$ cat src/rtl/debug_pkg.sv
// Shared types for the debug/telemetry UART.
// TX and RX state encodings plus UART frame geometry.
package debug_pkg;

    typedef enum logic [1:0] {
        IDLE,
        LOAD,
        SEND,
        WAIT_DONE
    } tx_state_t;

    typedef enum logic [2:0] {
        RX_IDLE,
        RX_START,
        RX_DATA,
        RX_STOP,
        RX_WAIT_HIGH
    } rx_state_t;

    localparam int FRAME_BITS = 10;

endpackage

$ cat src/rtl/uart_tx.sv
// 8N1 byte transmitter: start bit, 8 data bits LSB first, stop bit.
// Every bit lasts TICKS_PER_BIT clocks; tx_done marks the last stop cycle.
module uart_tx
    import debug_pkg::*;
#(
    parameter int TICKS_PER_BIT = 217
) (
    input  logic       clk_in,
    input  logic       reset,
    input  logic       tx_start,
    input  logic [7:0] tx_byte,
    output logic       tx_out,
    output logic       tx_busy,
    output logic       tx_done
);

    localparam int CW = $clog2(TICKS_PER_BIT);
    localparam logic [CW-1:0] C_LAST = CW'(TICKS_PER_BIT - 1);
    localparam logic [3:0] B_LAST = 4'(FRAME_BITS - 1);

    // Holds the bits still to go out after the one on the line.
    logic [FRAME_BITS-2:0] r_frame;
    logic [3:0]            r_bit;
    logic [CW-1:0]         r_cnt;
    logic                  r_busy;
    logic                  r_tx;
    logic                  w_bit_end;

    assign w_bit_end = r_busy && (r_cnt == C_LAST);
    assign tx_done   = w_bit_end && (r_bit == B_LAST);
    assign tx_busy   = r_busy;
    assign tx_out    = r_tx;

    always_ff @(posedge clk_in) begin
        if (reset) begin
            r_frame <= '1;
            r_bit   <= '0;
            r_cnt   <= '0;
            r_busy  <= 1'b0;
            r_tx    <= 1'b1;
        end else if (!r_busy) begin
            if (tx_start) begin
                r_frame <= {1'b1, tx_byte};
                r_bit   <= '0;
                r_cnt   <= '0;
                r_busy  <= 1'b1;
                r_tx    <= 1'b0;
            end
        end else if (w_bit_end) begin
            r_cnt <= '0;
            if (r_bit == B_LAST) begin
                r_busy <= 1'b0;
                r_tx   <= 1'b1;
            end else begin
                r_bit   <= r_bit + 4'd1;
                r_tx    <= r_frame[0];
                r_frame <= {1'b1, r_frame[FRAME_BITS-2:1]};
            end
        end else begin
            r_cnt <= r_cnt + 1'b1;
        end
    end

endmodule

$ cat src/rtl/uart_debugger.sv
// Periodic status-word transmitter (MSB byte first) plus
// single-byte command receiver, both 8N1 at the same bit rate.
module uart_debugger
    import debug_pkg::*;
#(
    parameter int DATA_WIDTH         = 32,
    parameter int DIVIDER_TICKS      = 25000000,
    parameter int UART_TICKS_PER_BIT = 217
) (
    input  logic                  clk_in,
    input  logic                  reset,
    input  logic [DATA_WIDTH-1:0] data_in,
    input  logic                  debug_uart_rx_in,
    output logic [7:0]            debug_command,
    output logic                  debug_command_pulse,
    output logic                  debug_command_busy,
    output logic                  tx_out
);

    localparam int NB = DATA_WIDTH / 8;
    localparam int DW = $clog2(DIVIDER_TICKS);
    localparam int IW = $clog2(NB + 1);
    localparam int RW = $clog2(UART_TICKS_PER_BIT + 1);
    localparam logic [DW-1:0] DIV_LAST = DW'(DIVIDER_TICKS - 1);
    localparam logic [IW-1:0] IDX_LAST = IW'(NB - 1);
    localparam logic [RW-1:0] RX_HALF  = RW'(UART_TICKS_PER_BIT / 2);
    localparam logic [RW-1:0] RX_FULL  = RW'(UART_TICKS_PER_BIT);
    localparam logic [RW-1:0] RX_ONE   = RW'(1);

    logic [DW-1:0] r_div_cnt;
    logic          w_tick;

    assign w_tick = (r_div_cnt == DIV_LAST);

    always_ff @(posedge clk_in) begin
        if (reset)       r_div_cnt <= '0;
        else if (w_tick) r_div_cnt <= '0;
        else             r_div_cnt <= r_div_cnt + 1'b1;
    end

    tx_state_t             r_tx_state, w_tx_next;
    logic [DATA_WIDTH-1:0] r_bits;
    logic [IW-1:0]         r_idx;
    logic                  w_load, w_start, w_shift;
    logic                  w_tx_busy, w_tx_done;

    always_comb begin
        w_tx_next = r_tx_state;
        w_load    = 1'b0;
        w_start   = 1'b0;
        w_shift   = 1'b0;
        unique case (r_tx_state)
            IDLE: if (w_tick) begin
                w_load    = 1'b1;
                w_tx_next = LOAD;
            end
            LOAD: w_tx_next = SEND;
            SEND: if (!w_tx_busy) begin
                w_start   = 1'b1;
                w_tx_next = WAIT_DONE;
            end
            WAIT_DONE: if (w_tx_done) begin
                w_shift   = 1'b1;
                w_tx_next = (r_idx == IDX_LAST) ? IDLE : SEND;
            end
            default: w_tx_next = IDLE;
        endcase
    end

    // The snapshot shifts left so the next byte is always on top.
    always_ff @(posedge clk_in) begin
        if (reset) begin
            r_tx_state <= IDLE;
            r_bits     <= '0;
            r_idx      <= '0;
        end else begin
            r_tx_state <= w_tx_next;
            if (w_load) begin
                r_bits <= data_in;
                r_idx  <= '0;
            end else if (w_shift) begin
                r_bits <= r_bits << 8;
                r_idx  <= r_idx + 1'b1;
            end
        end
    end

    uart_tx #(
        .TICKS_PER_BIT(UART_TICKS_PER_BIT)
    ) u_tx (
        .clk_in  (clk_in),
        .reset   (reset),
        .tx_start(w_start),
        .tx_byte (r_bits[DATA_WIDTH-1 -: 8]),
        .tx_out  (tx_out),
        .tx_busy (w_tx_busy),
        .tx_done (w_tx_done)
    );

    rx_state_t     r_rx_state, w_rx_next;
    logic          r_sync1, r_sync2, r_rx_prev;
    logic [RW-1:0] r_rx_cnt, w_rx_cnt_next;
    logic [2:0]    r_rx_bit, w_rx_bit_next;
    logic [7:0]    r_rx_shift, w_rx_shift_next;
    logic [7:0]    r_cmd, w_cmd_next;
    logic          r_pulse, w_pulse_next;
    logic          w_rx;

    assign w_rx                = r_sync2;
    assign debug_command       = r_cmd;
    assign debug_command_pulse = r_pulse;
    assign debug_command_busy  = (r_rx_state == RX_START) ||
                                 (r_rx_state == RX_DATA)  ||
                                 (r_rx_state == RX_STOP);

    // r_rx_prev resets low, so a start needs the line seen high first.
    always_comb begin
        w_rx_next       = r_rx_state;
        w_rx_cnt_next   = r_rx_cnt + 1'b1;
        w_rx_bit_next   = r_rx_bit;
        w_rx_shift_next = r_rx_shift;
        w_cmd_next      = r_cmd;
        w_pulse_next    = 1'b0;
        unique case (r_rx_state)
            RX_IDLE: begin
                w_rx_cnt_next = RX_ONE;
                if (r_rx_prev && !w_rx) w_rx_next = RX_START;
            end
            RX_START: if (r_rx_cnt == RX_HALF) begin
                w_rx_cnt_next = RX_ONE;
                w_rx_bit_next = '0;
                w_rx_next     = w_rx ? RX_IDLE : RX_DATA;
            end
            RX_DATA: if (r_rx_cnt == RX_FULL) begin
                w_rx_cnt_next   = RX_ONE;
                w_rx_shift_next = {w_rx, r_rx_shift[7:1]};
                if (r_rx_bit == 3'd7) w_rx_next = RX_STOP;
                else w_rx_bit_next = r_rx_bit + 3'd1;
            end
            RX_STOP: if (r_rx_cnt == RX_FULL) begin
                if (w_rx) begin
                    w_cmd_next   = r_rx_shift;
                    w_pulse_next = 1'b1;
                    w_rx_next    = RX_IDLE;
                end else begin
                    w_rx_next = RX_WAIT_HIGH;
                end
            end
            RX_WAIT_HIGH: if (w_rx) w_rx_next = RX_IDLE;
            default: w_rx_next = RX_IDLE;
        endcase
    end

    always_ff @(posedge clk_in) begin
        if (reset) begin
            r_sync1    <= 1'b0;
            r_sync2    <= 1'b0;
            r_rx_prev  <= 1'b0;
            r_rx_state <= RX_IDLE;
            r_rx_cnt   <= '0;
            r_rx_bit   <= '0;
            r_rx_shift <= '0;
            r_cmd      <= '0;
            r_pulse    <= 1'b0;
        end else begin
            r_sync1    <= debug_uart_rx_in;
            r_sync2    <= r_sync1;
            r_rx_prev  <= w_rx;
            r_rx_state <= w_rx_next;
            r_rx_cnt   <= w_rx_cnt_next;
            r_rx_bit   <= w_rx_bit_next;
            r_rx_shift <= w_rx_shift_next;
            r_cmd      <= w_cmd_next;
            r_pulse    <= w_pulse_next;
        end
    end

endmodule

$ cat config.mk
export PLATFORM = sky130hd
export DESIGN_NAME = uart_debugger
export DESIGN_NICKNAME = d
export VERILOG_FILES = /design/src/rtl/debug_pkg.sv /design/src/rtl/uart_tx.sv /design/src/rtl/uart_debugger.sv
export SDC_FILE = /design/constraint.sdc
export NUM_CORES = 1
export LEC_CHECK = 0
export CORE_UTILIZATION = 50
export DETAILED_ROUTE_END_ITERATION = 10
export PLACE_DENSITY_LB_ADDON = 0.1
export SLEW_MARGIN = 20
export SYNTH_ARGS = -nofsm -noshare
export SYNTH_HDL_FRONTEND = slang
export SYNTH_SLANG_ARGS = --single-unit
$ cat constraint.sdc
create_clock -name clk_in -period 3.6 [get_ports clk_in]
set_input_delay 1.08 -clock clk_in [delete_from_list [all_inputs] [get_ports clk_in]]
set_output_delay 1.08 -clock clk_in [all_outputs]
set_load 0.05 [all_outputs]
# Word level (Yosys, flattened, before mapping)
# Index checks and enable logic that the tools add are counted.
dict set report classes {
  n_mul 0
  n_shift 0
  n_addsub 6
  order_cmp 0
  bitwise_logic 2
  n_reduce_logical 21
  div 0
  eq_ne 26
  mux 49
}
# op n
set op_table {}
lappend op_table {{$mux 32} 2}
lappend op_table {{$mux 8} 5}
lappend op_table {{$mux 9} 4}
lappend op_table {{$mux 3} 10}
lappend op_table {{$add 25x1->25 const B} 1}
lappend op_table {{$eq 25x25->1 const B} 1}
lappend op_table {{$pmux 8 s3} 1}
lappend op_table {{$add 8x1->8 const B} 2}
lappend op_table {{$eq 8x8->1 const B} 2}
lappend op_table {{$mux 4} 4}
lappend op_table {{$mux 1} 15}
lappend op_table {{$pmux 3 s5} 1}
lappend op_table {{$ne 2x2->1 const B} 7}
lappend op_table {{$mux 2} 5}
lappend op_table {{$ne 2x1->1 const B} 5}
lappend op_table {{$eq 3x2->1 const B} 3}
lappend op_table {{$reduce_and 3->1} 3}
lappend op_table {{$eq 8x7->1 const B} 1}
lappend op_table {{$pmux 2 s4} 1}
lappend op_table {{$add 3x1->3 const B} 2}
lappend op_table {{$eq 3x3->1 const B} 2}
lappend op_table {{$pmux 3 s2} 1}
lappend op_table {{$reduce_and 6->1} 1}
lappend op_table {{$reduce_bool 2->1} 3}
lappend op_table {{other kinds (15)} 22}
dict set report word_totals {
  inputBits 35
  mem_bits_ro 0
  register_bits 119
  ram_bits 0
  elab_cells 122
  mem_count 0
  latch_bits 0
  output_inout_bits 11
}

# Depth between registers and ports, before layout
# Gate-level depths: netlist of run 1.
dict set report depth {
  word_depth 7
  depth_mapped 8
  mapped_depth_nobuf 6
}

# Hierarchy
# From an unflattened synthesis of run 1, not the netlist that was laid out.
dict set report hier_totals {
  hier_cells 611
  hier_area_um2 5265.0
}
# mod area_each_um2 seq_area_each_um2 cells_each n_inst
set by_module_without_submodules {}
lappend by_module_without_submodules {uart_debugger 4156.5 1921.8 481 1}
lappend by_module_without_submodules {uart_tx 1108.6 440.4 130 1}

# Worst setup path before layout of run 1
# Ideal clock, no wire load.
dict set report synth_timing {
  path_type {register to output}
  start {reg r_rx_state[0]}
  end {out debug_command_busy}
  slack_ps 1295
  required_time_ps 2520
  path_stages_with_launch 4
  arrival_ps 1225
  path_buffers 1
  path_cell_list {dfxtp_1 clkbuf_1 nor2_1 nor2_1}
}
dict set report synth_between {
  elab_chain_len 3
  elab_cells_between_ends 5
  cone_classes {eq/ne: 3; reduce/logical: 2}
}
# element line
set synth_rtl {}
lappend synth_rtl {{start, declared} uart_debugger.sv:100} ;# rx_state_t r_rx_state, w_rx_next;
lappend synth_rtl {{start signal, assigned} uart_debugger.sv:169} ;# r_rx_state <= w_rx_next;
lappend synth_rtl {{$eq 3x1->1 / $eq 3x2->1 (equally long branches)} {uart_debugger.sv:112, uart_debugger.sv:113}}
lappend synth_rtl {{$logic_or 1x1->1} uart_debugger.sv:112} ;# assign debug_command_busy = (r_rx_state == RX_START) ||
lappend synth_rtl {{$logic_or 1x1->1 (*)} uart_debugger.sv:113} ;# (r_rx_state == RX_DATA) ||
lappend synth_rtl {{end, declared} uart_debugger.sv:16} ;# output logic debug_command_busy,
# Mark *: on every way between the ends. The rest lies on a longest branch, timed or not.

# Worst setup path after layout of run 1
dict set report layout_timing {
  start {reg r_rx_state[1]}
  end {out debug_command_busy}
}
# The elaborated chain is that of the path after synthesis.

==> results of run 1 <==
==> cell usage after synthesis (12+ instances only) <==
cell type | number | area [um^2]
xnor2_1 | 15 | 131
a21oi_1 | 45 | 225
nand2_1 | 24 | 90.1
a32oi_1 | 19 | 166
o211ai_2 | 20 | 250
nand3_1 | 28 | 140
mux2i_1 | 21 | 210
dfxtp_1 | 118 | 2360
clkbuf_1 | 34 | 128
nor2b_1 | 13 | 81.3
nor2_1 | 66 | 248
inv_1 | 15 | 56.3
ha_1 | 12 | 150
==> power breakdown <==
group / leakage [nW] / internal [mW] / switching (mW)
logic: 1.05 / 0.137 / 0.173
registers: 0.952 / 1.33 / 0.0340
clock network: 0.278 / 1.02 / 0.561
==> final cells by class <==
type                    instances  share of cell area [%]
clock buffers                  20                    6.77
clock inverters                10                    1.56
inverters                      15                   0.837
multi-input cells             432                    45.2
flip-flops and latches        118                    35.1
well taps                     140                    2.60
repair buffers                 56                    7.85
==> routing by layer <==
layer	up-vias	global-route usage (%)	wire [um]	part of all wire, %
met2	113	36.6	6040	48
met4	0	8.12	190	1.5
met5	-	0	0	0
met1	2224	30.5	5840	46
li1	2337	-	-	-
met3	18	6.27	563	4.5
==> worst max-delay path, cell delays in order (launching register included) <==
cell             delay (ns)
dfxtp_1                0.46
nor2_1                 0.07
nor2_1                 0.10
clkdlybuf4s50_1        0.81
==> logic make-up after synthesis <==
logic type / synth area share (%)
simple gates: 20.7
compound gates: 22.8
flops: 41.9
buf+inv: 4.40
mux: 4.13
xor+xnor: 3.42
fa+ha+maj: 2.67
==> per-stage QoR <==
step / worst slack [ns] / area, um^2 / hold WS, ns / utilization, %
after floorplan: 1.30 / 5630 / 0.414 / -
after global placement: 1.14 / 6160 / 0.422 / 56.6
after detailed placement: 1.11 / 6160 / 0.428 / 56.6
after CTS: 0.538 / 6730 / 0.440 / 61.8
after global routing: 0.471 / 6730 / 0.462 / 61.8
final: 0.565 / 6730 / 0.429 / 61.8
==> registers in the layout (all words and copies together), names as in the netlist, 2 cells and up <==
name           flops
r_tx_state         2
r_div_cnt         25
r_rx_bit           3
r_idx              3
u_tx.r_cnt         8
u_tx.r_bit         4
r_rx_cnt           8
r_rx_state         3
r_bits            32
debug_command      8
u_tx.r_frame       8
r_rx_shift         8
==> worst min-delay path by stage <==
| stage | startpoint | end | slack, ns | depth (start not counted) |
|---|---|---|---|---|
| finish | r_sync1 | r_sync2 | 0.43 | 1 |
| floorplan | r_sync1 | r_sync2 | 0.41 | 1 |
| global placement | r_sync1 | r_sync2 | 0.42 | 1 |
| detailed placement | r_sync1 | r_sync2 | 0.43 | 1 |
| global route | r_sync1 | r_sync2 | 0.46 | 1 |
| CTS | r_sync1 | r_sync2 | 0.44 | 1 |
==> placed cells by master (no fill, tap or decap), types with 16 or more instances in the layout <==
cell type and n:
clkbuf_16 16, dfxtp_1 118, mux2i_1 21, o211ai_2 20, clkdlybuf4s50_1 44, nor2_1 66, nand2_1 24, a32oi_1 19
nand3_1 28, a21oi_1 45
==> out/results.txt, run 1 <==
#FFs+latches synth: 118
R2R Setup Slk: 1.17 ns
Setup_tns: 0 ns
Final GP Congestion: 0.802
Via density: 5.93
EDFF count, synth: 0
FF-to-FF End: u_tx.r_bit[3]
TritonCTS clock tree: built
Avg Inst Size Synth: 9.23 um^2
Initial antenna violation count: 0
# resized after CTS: 0
Filler Cell Count: 930
Leak: 2.28 nW
Die W: 108 um
DRC: 0
DR iter-0 viols: 437
Starting density of the core: 51.7%
RSZ-0062 raised after global routing: no
Number of cells produced by synthesis: 610
Worst setup EP type: output port
Synth warn: 0
Multi-input gate area: 0.00304 mm^2
Overflow after GRT: 0
Share of cells above drive strength 1: 13.1%
WL final: 12600 um
Startpoint types: flip-flop
Root buffer cell: clkbuf_8
Critical path arrival: 1.96 ns
Layout Nets: 687
Mapped cell area: 0.00563 mm^2
Clock latency on the worst-skew pair: 0.52 ns
Min-delay worst type: reg -> reg
Detail Placement HPWL: 8290 um
Final hold violation count: 0
Pins Over Slew Limit: 0
Ports: 46
H-tree Lvls: 4
Clock buffer depth: 2
Total Power: 3.26 mW
Register Area: 0.00236 mm^2
Fin crit share: 84.3%
First-pass GRT wire length: 21300 um
WP data required: 2.52 ns
Vias in the first global route: 4396
Die ar.: 0.0117 mm^2
Vias: 4692
Largest net degree at the start of global routing: 35
Reg2reg start: u_tx.r_bit[0]
Synth cell types: 64
Slew HR: 30.6%
WL/cell: 16.0 um
Port Buf Inserts: 45
Worst-path maximum fanout: 10
Final setup violation count: 0
R2R depth: 5
Fin crit period: 3.04 ns
Antenna-violating nets left: 0
Cell row count: 38
Max Fclk: 0.329 GHz
DR pass1 iterations: 5
Global-route usage over all layers: 23.2%
Seq/Total Area, Yosys: 41.9%
CTS Buf Count: 17
Die Span Y: 108 um
Clock skew: 0.00600 ns
Post-Syn Nets: 657
FFs w/ async S/R, synth: 0%
Crit path to: debug_command_busy
Peak supply drop: 0.414 mV
Setup crit start: r_rx_state[1]
Core footprint: 0.0109 mm^2
Final Non-Filler Cells: 791
P&R area growth vs syn: 19.4%
Setup bufs post-CTS: 0
Max-cap violations: 0
CP Class: reg -> out
PwrDens: 484 mW/mm^2
Top_reg_cell synth: dfxtp_1
Ant diodes: 0
DP Cell Count: 761
Status: completed
Post-CTS Hold Buffers: 0
Worst Tran Pin Value: 1.04 ns
Clock-pin slew on the worst setup and hold paths: 0.06 ns
Sink Count: 118
(Power assumes the default switching activity.)
==> run 2, diff against run 1 <==
==> constraint.sdc (replaced) <==
create_clock -name clk_in -period 2.9 [get_ports clk_in]
set_input_delay 0.87 -clock clk_in [delete_from_list [all_inputs] [get_ports clk_in]]
set_output_delay 0.87 -clock clk_in [all_outputs]
set_load 0.05 [all_outputs]
==> out/results.txt, run 2 (synthesis results as in run 1) <==
Worst setup EP type: output port
Status: completed
Final setup violation count: 0
Starting density of the core: 51.7%
Largest registers: r_bits x32, r_div_cnt x25
Buf/Inv on CP: 1
Crit-path slowest cell: clkdlybuf4s50_1
Total Power: 3.91 mW
CP top delay family: buffers and inverters
Share of cells above drive strength 1: 12.9%
R2R depth: 7
Max FFs per register: 32
Initial antenna violation count: 0
WL/cell: 15.6 um
Post-Place Worst Slack: 0.639 ns
Clock buffer depth: 2
Setup slack after layout: 0.353 ns
Hold_sp: r_sync1
CP Class: reg -> out
Core footprint: 0.0109 mm^2
DR pass1 iterations: 5
Biggest register: r_bits
Hold path depth: 1
Cell row count: 38
Overflow after GRT: 0
Worst-path maximum fanout: 2
Final hold violation count: 0
Clock latency on the worst-skew pair: 0.52 ns
DRC: 0
H-tree Lvls: 4
Critical path arrival: 1.68 ns
WL final: 12400 um
Port Buf Inserts: 45
Vias in the first global route: 4514
Peak supply drop: 0.422 mV
WHS Endpoint: r_sync2
WP data required: 2.03 ns
Largest net degree at the start of global routing: 36
Global-route usage over all layers: 23.0%
R2R Setup Slk: 0.64 ns
First-pass GRT wire length: 21000 um
Min-delay worst type: reg -> reg
Sink Count: 118
P&R area growth vs syn: 19.2%
Worst Tran Pin Value: 0.778 ns
Layout Nets: 691
Via density: 5.87
Reg2reg start: u_tx.r_cnt[0]
Ant diodes: 0
Leading cell types in the layout, fill and taps excluded: dfxtp_1, nor2_1, a21oi_1
Fin crit period: 2.55 ns
Max-cap violations: 0
FF-to-FF End: r_bits[27]
Die ar.: 0.0117 mm^2
Ports: 46
Slew HR: 47.9%
DR iter-0 viols: 268
CP cell instances: clkdlybuf4s50_1
Clock skew: 0.00792 ns
Setup_tns: 0 ns
Antenna-violating nets left: 0
Die Span Y: 108 um
RSZ-0062 raised after global routing: no
Max Fclk: 0.393 GHz
Die W: 108 um
Fin crit share: 87.8%
TritonCTS clock tree: built
Clock-pin slew on the worst setup and hold paths: 0.05 ns
CP peak stage delay: 0.81 ns
Root buffer cell: clkbuf_8
PwrDens: 582 mW/mm^2
Vias: 4647
Area after DPL: 0.00619 mm^2
CTS Buf Count: 17
Setup bufs post-CTS: 0
Detail Placement HPWL: 8310 um
Util after Layout: 61.7%
Final Cell Area: 0.00671 mm^2
Commonest non-fill, non-tap cell in the layout: dfxtp_1
Final GP Congestion: 0.828
Leak: 2.29 nW
Pins Over Slew Limit: 0
Startpoint types: flip-flop
==> run 2: cell types whose count changed in the layout (fill, tap and decap cells not counted) <==
cell,change
clkdlybuf4s50_1,-1
bufinv_16,-1
clkinv_2,-3
buf_4,+4
dlymetal6s2s_1,+1
clkinvlp_4,-1
clkbuf_1,+2
==> run 2: worst max-delay path by stage <==
stage	from	to	slack, ns	cells past startpoint
floorplan	r_rx_state[0]	debug_command_busy	0.81	3
global placement	r_rx_state[1]	debug_command_busy	0.65	3
detailed placement	r_rx_state[0]	debug_command_busy	0.64	3
CTS	r_rx_state[1]	debug_command_busy	0.08	3
global route	u_tx.tx_out	tx_out	0.30	1
finish	debug_command[3]	debug_command[3]	0.35	1
==> run 2: what timing repair did <==
item | CTS | global route
resized for setup | 0 | 1
hold buffers | 0 | 0
setup endpoints to repair | 0 | 1
==> run 2: layout make-up <==
class / instances / area, um^2
Clock buffer: 22 / 463
Clock inverter: 5 / 52.6
Fill cell: 901 / 4180
Inverter: 15 / 56.3
Multi-Input combinational cell: 432 / 3040
Sequential cell: 118 / 2360
Tap cell: 140 / 175
Timing Repair Buffer: 60 / 561
==> run 2: routing by layer <==
metal / share of wire, % / track usage [%] / wire [um] / vias to the layer above
met4: 1.1 / 8.32 / 138 / 0
met5: 0 / 0 / 0 / -
met1: 46 / 28.3 / 5630 / 2206
met2: 49 / 38.0 / 6090 / 93
met3: 4.1 / 6.99 / 502 / 10
li1: - / - / - / 2338
==> run 2: report_power, final <==
| part | internal, mW | leakage (nW) | switching, mW | total, mW |
|---|---|---|---|---|
| combinational | 0.169 | 1.08 | 0.207 | 0.376 |
| sequential | 1.65 | 0.952 | 0.0417 | 1.69 |
| clock | 1.17 | 0.254 | 0.664 | 1.84 |
==> run 2: metrics by stage <==
stage	hold slack [ns]	cells
2_1_floorplan	0.414	610
3_3_place_gp	0.424	765
3_5_place_dp	0.429	765
4_1_cts	0.440	792
5_1_grt	0.445	792
6_report	0.440	792
==> run 3, diff against run 2 <==
--- a/config.mk
+++ b/config.mk
@@ -6,6 +6,7 @@
 export NUM_CORES = 1
 export LEC_CHECK = 0
 export CORE_UTILIZATION = 50
+export CTS_CLUSTER_DIAMETER = 40
 export DETAILED_ROUTE_END_ITERATION = 10
 export PLACE_DENSITY_LB_ADDON = 0.1
 export SLEW_MARGIN = 20
==> results of run 3 <==
Final layout, timing and power as in run 2 (identical DEF).
